### src/rtl/mul_sequencer.sv
// ============================================================================
// Module   : mul_sequencer
// Brief    : EX-stage sequencer for MUL (ALU code 4'b1010); radix-2 shift-add,
//            one multiplier bit per cycle, stalls the pipeline until done.
// Revision : 1.0  initial release
// ============================================================================
`default_nettype none

module mul_sequencer #(
  parameter int WIDTH      = 32,
  parameter bit EARLY_TERM = 1'b1
) (
  input  logic             clk_i,
  input  logic             rst_n_i,
  input  logic             req_i,
  input  logic [3:0]       ALUCtrl_i,
  input  logic [WIDTH-1:0] data1_i,
  input  logic [WIDTH-1:0] data2_i,
  input  logic             flush_i,
  output logic             stall_o,
  output logic             busy_o,
  output logic             done_o,
  output logic [WIDTH-1:0] result_o
);

  localparam int         CW       = (WIDTH > 1) ? $clog2(WIDTH) : 1;
  localparam logic [3:0] C_MUL    = 4'b1010;
  localparam logic [CW-1:0] C_LAST = CW'(WIDTH - 1);

  typedef enum logic [1:0] {
    S_IDLE = 2'd0,
    S_RUN  = 2'd1,
    S_DONE = 2'd2
  } state_t;

  state_t           r_state;
  state_t           w_state_nxt;
  logic [WIDTH-1:0] r_acc;
  logic [WIDTH-1:0] r_mcand;
  logic [WIDTH-1:0] r_mplier;
  logic [WIDTH-1:0] r_result;
  logic [CW-1:0]    r_count;

  logic             w_start;
  logic             w_last;
  logic [WIDTH-1:0] w_acc_step;
  logic [WIDTH-1:0] w_mplier_step;

  // Reset is folded in so stall_o reads 0 while rst_n_i is held low.
  assign w_start = rst_n_i & (r_state == S_IDLE) & req_i & (ALUCtrl_i == C_MUL) & ~flush_i;

  always_comb begin
    w_acc_step    = r_mplier[0] ? (r_acc + r_mcand) : r_acc;
    w_mplier_step = r_mplier >> 1;
    w_last        = (r_count == C_LAST) || (EARLY_TERM && (w_mplier_step == '0));
  end

  always_comb begin
    w_state_nxt = r_state;
    case (r_state)
      S_IDLE: if (w_start) w_state_nxt = S_RUN;
      S_RUN: begin
        if (flush_i)     w_state_nxt = S_IDLE;
        else if (w_last) w_state_nxt = S_DONE;
      end
      S_DONE:  w_state_nxt = S_IDLE;
      default: w_state_nxt = S_IDLE;
    endcase
  end

  always_ff @(posedge clk_i or negedge rst_n_i) begin
    if (!rst_n_i) begin
      r_state <= S_IDLE;
    end else begin
      r_state <= w_state_nxt;
    end
  end

  always_ff @(posedge clk_i or negedge rst_n_i) begin
    if (!rst_n_i) begin
      r_acc    <= '0;
      r_mcand  <= '0;
      r_mplier <= '0;
      r_count  <= '0;
      r_result <= '0;
    end else if (w_start) begin
      r_acc    <= '0;
      r_mcand  <= data1_i;
      r_mplier <= data2_i;
      r_count  <= '0;
    end else if ((r_state == S_RUN) && !flush_i) begin
      r_acc    <= w_acc_step;
      r_mcand  <= r_mcand << 1;
      r_mplier <= w_mplier_step;
      r_count  <= r_count + 1'b1;
      if (w_last) r_result <= w_acc_step;
    end
  end

  assign stall_o  = w_start | (rst_n_i & (r_state == S_RUN) & ~flush_i);
  assign busy_o   = (r_state != S_IDLE);
  assign done_o   = (r_state == S_DONE) & ~flush_i;
  assign result_o = r_result;

endmodule

`default_nettype wire
### config.mk
export PLATFORM = sky130hd
export DESIGN_NAME = mul_sequencer
export DESIGN_NICKNAME = d
export VERILOG_FILES = /design/src/rtl/mul_sequencer.sv
export SDC_FILE = /design/constraint.sdc
export NUM_CORES = 1
export LEC_CHECK = 0
export CAP_MARGIN = 20
export CORE_MARGIN = 4
export CORE_UTILIZATION = 45
export DETAILED_ROUTE_END_ITERATION = 16
export GPL_TIMING_DRIVEN = 0
export PLACE_DENSITY = 0.68
export SLEW_MARGIN = 0
export SYNTH_ARGS = -nofsm -noshare
export SYNTH_HDL_FRONTEND = slang
export SYNTH_SLANG_ARGS = --single-unit
### constraint.sdc
create_clock -name clk_i -period 3.7 [get_ports clk_i]
set_clock_uncertainty 0.1 [all_clocks]
set_input_delay 0.74 -clock clk_i [delete_from_list [all_inputs] [get_ports clk_i]]
set_output_delay 0.74 -clock clk_i [all_outputs]
set_load 0.03 [all_outputs]
==> impl_metrics.yaml <==
yosys:
  synthesis.area_mm2: 0.00722
  synth_ff_type: "dfrtp_1"
  synthSimpleGateAreaFrac_pct: 18.1
  synth_compound_area_share_pct: 20.3
  synth_xor_area_share_pct: 3.76
  synth_top_family_by_area: "compound AO/OA/AOI/OAI gates"
  async_flop_share_pct: 100
  syn_area_per_cell_um2: 9.03
  synth_cell_type_count: 56
  synth_fa_ha_area_share_pct: 5.99
  synth_edf_count: 0
  synth_warnings: 0
  muxShareOfSynthArea_pct: 1.71
  synth_cells: 800
  synth-seq-cells: 135
  syn_nets: 906
  ys_seq_area_share_pct: 46.8
timing:
  tns_ps: 0
  fin_crit_ps: 3520
  worst_slew_pin_slew_ps: 911
  final-setup-viol-count: 0
  relSlewSlack_pct: 39.2
  rsz0062_at_grt: "false"
  max_clock_freq_mhz: 284
  period_share_pct: 95.2
  drv_slew: 0
  final_hold_viol_count: 0
  setup_slack_ps: 177
floorplan:
  io_pins: 107
  die_h_um: 135
  core-area_mm2: 0.0158
  die_x_um: 135
  rows: 46
  die_area_mm2: 0.0181
  start_util_pct: 45.6
clocking:
  cts_tree: "built"
  cts_max_level: 4
  clock_sinks: 135
  cts.reportedPaths.clkPinSlew_ps: 60
  ctsRootBufferMaster: "clkbuf_16"
  cts-buffers-inserted: 17
  clockBufferDepth: 2
  clk_latency_ps: 420
critical_path:
  worstSetupStartpoint: "ALUCtrl_i[3]"
  arrival_ps: 2680
  reg2reg_from: "r_acc[0]$_DFFE_PN0P_"
  slowest_stage: "clkdlybuf4s50_1"
  path_class: "input pin to primary output"
  worstPathRequired_ps: 2860
  critical_path.max_fanout: 10
  crit_path_cell_trace: "clkdlybuf4s50_1 > nor4bb_2 > nand2_2 > nor3_4 > nor2_1 > buf_2 > nor2b_1 > clkdlybuf4s15_2"
  end_kind: "primary output"
  slowest_delay_ps: 450
  crit_path_start_kind: "input pin"
placement:
  dp_hpwl_um: 14500
  gp_congestion: 0.913
  post-place-cells: 1123
  placed_area_mm2: 0.00858
  dp_slack_ps: -608
  io_buffers: 106
pwr:
  ir_drop_v: 0.000350
  p_leak_nw: 4.31
  p_total_mw: 4.02
  p_per_area_mw_per_mm2: 435
finish:
  fin_area_mm2: 0.00924
  finalNonFillerCells: 1155
  n_antenna_cell: 0
  layout-drive-gt1-share_pct: 5.96
  fill_cells: 1412
  layout_common_cells: "nand2_1, dfrtp_1, clkdlybuf4s50_1"
  area_delta_synth_final_pct: 28.0
  fin_nets: 1032
  layout_commonest_cell: "nand2_1"
drt:
  drc: 0
  vias_per_cell: 5.51
  dr.first_iter.drc_count: 474
  drtAntennaViolNets: 0
  wirelength_um: 19800
  via_count: 6363
  firstDrtPassIters: 5
  wl_per_cell_um: 17.1
grt:
  grt_pass1_vias: 6193
  grt_util_all_layers_pct: 22.3
  antenna_found_initial: 1
  grt_max_degree: 72
  overflow: 0
  grt_pass1_wl_um: 31900
worst_hold_path:
  hold_class: "input pin to async pin"
status:
  status: "finished, final reports clean"
flow_run:
  drv_cap: 0
[cell families after synthesis]
group	Yosys count
flip-flops	135
XOR/XNOR	31
AND/OR/NAND/NOR	315
multiplexers	12
adder cells (fa/ha/maj)	34
AO/OA/AOI/OAI	219
buffers and inverters	54
[worst max-delay path: cells and delay by family]
| family | cells | cell delay [ps] |
|---|---|---|
| buffers and inverters | 3 | 990 |
| and+or+nand+nor | 5 | 960 |
[layer usage]
metal | up-vias | global-route usage, % | share of wire, %
li1 | 3114 | - | -
met3 | 26 | 4.36 | 5.4
met1 | 3030 | 31.7 | 45
met2 | 191 | 35.0 | 47
met4 | 2 | 6.67 | 1.7
met5 | - | 0 | 0.076
[timing repair]
| item | CTS | global route |
|---|---|---|
| cloned | 0 | 1 |
| hold buffers | 0 | 0 |
| setup endpoints to repair | 1 | 1 |
| buffers inserted | 0 | 0 |
| resized for setup | 7 | 4 |
| pin swaps | 2 | 1 |
[state kept, by name, indices dropped and copies added (netlist names)]
register	count
r_state	2
r_count	5
result_o	32
r_mplier	32
r_mcand	32
r_acc	32
[final cells by class]
cell class,count,area (um^2),share of cell area [%]
Clock inverter,12,151,1.64
Sequential cell,135,3380,36.5
Tap cell,216,270,2.92
Multi-Input combinational cell,611,3620,39.2
Clock buffer,20,457,4.94
Inverter,10,37.5,0.406
Timing Repair Buffer,108,1120,12.2
Buffer,43,203,2.19
[path summary, 6_finish.rpt]
path                       slack (ps)                  endpoint  cells after the start
setup / recovery                  180                   stall_o                      8
hold / removal                    110   result_o[4]$_DFFE_PN0P_                      1
setup reg to reg                  450  result_o[26]$_DFFE_PN0P_                     11
hold reg to reg                   360  result_o[12]$_DFFE_PN0P_                      2
max in group asynchronous        2820  r_mplier[10]$_DFFE_PN0P_                      2
min in group clk_i                360  result_o[12]$_DFFE_PN0P_                      2
[cell usage after synthesis, types with 2 or more instances]
library cell / n / area (um^2)
a211oi_1: 3 / 22.5
a21o_1: 14 / 105
a21oi_1: 28 / 140
a221oi_1: 3 / 26.3
a22oi_1: 62 / 465
a31oi_1: 2 / 12.5
and2_1: 2 / 12.5
and3_1: 11 / 68.8
buf_1: 2 / 7.51
buf_6: 4 / 45.0
clkbuf_1: 36 / 135
dfrtp_1: 135 / 3380
ha_1: 33 / 413
inv_1: 10 / 37.5
mux2_2: 3 / 33.8
mux2i_1: 9 / 90.1
nand2_1: 244 / 916
nand2b_1: 2 / 12.5
nand3_1: 9 / 45.0
nand3b_1: 2 / 15.0
nand4_1: 6 / 37.5
nor2_1: 18 / 67.6
nor3_1: 7 / 35.0
nor4_1: 7 / 43.8
o211ai_1: 2 / 15.0
o21ai_0: 40 / 200
o21ai_1: 11 / 55.1
o21bai_1: 9 / 67.6
o22a_1: 3 / 26.3
o22ai_1: 27 / 169
o31ai_2: 2 / 25.0
xnor2_1: 17 / 149
xor2_1: 14 / 123
[through the flow]
step	hold WS, ps	utilization (%)
after global placement	349	54.0
after CTS	172	58.2
after global routing	136	58.4
after floorplan	344	-
final	110	58.4
after detailed placement	356	54.2
[power by group]
part,total [mW],switching [mW],internal (mW)
Sequential,1.73,0.122,1.61
Combinational,0.563,0.315,0.248
Clock,1.73,0.641,1.09
(Power assumes the default switching activity.)
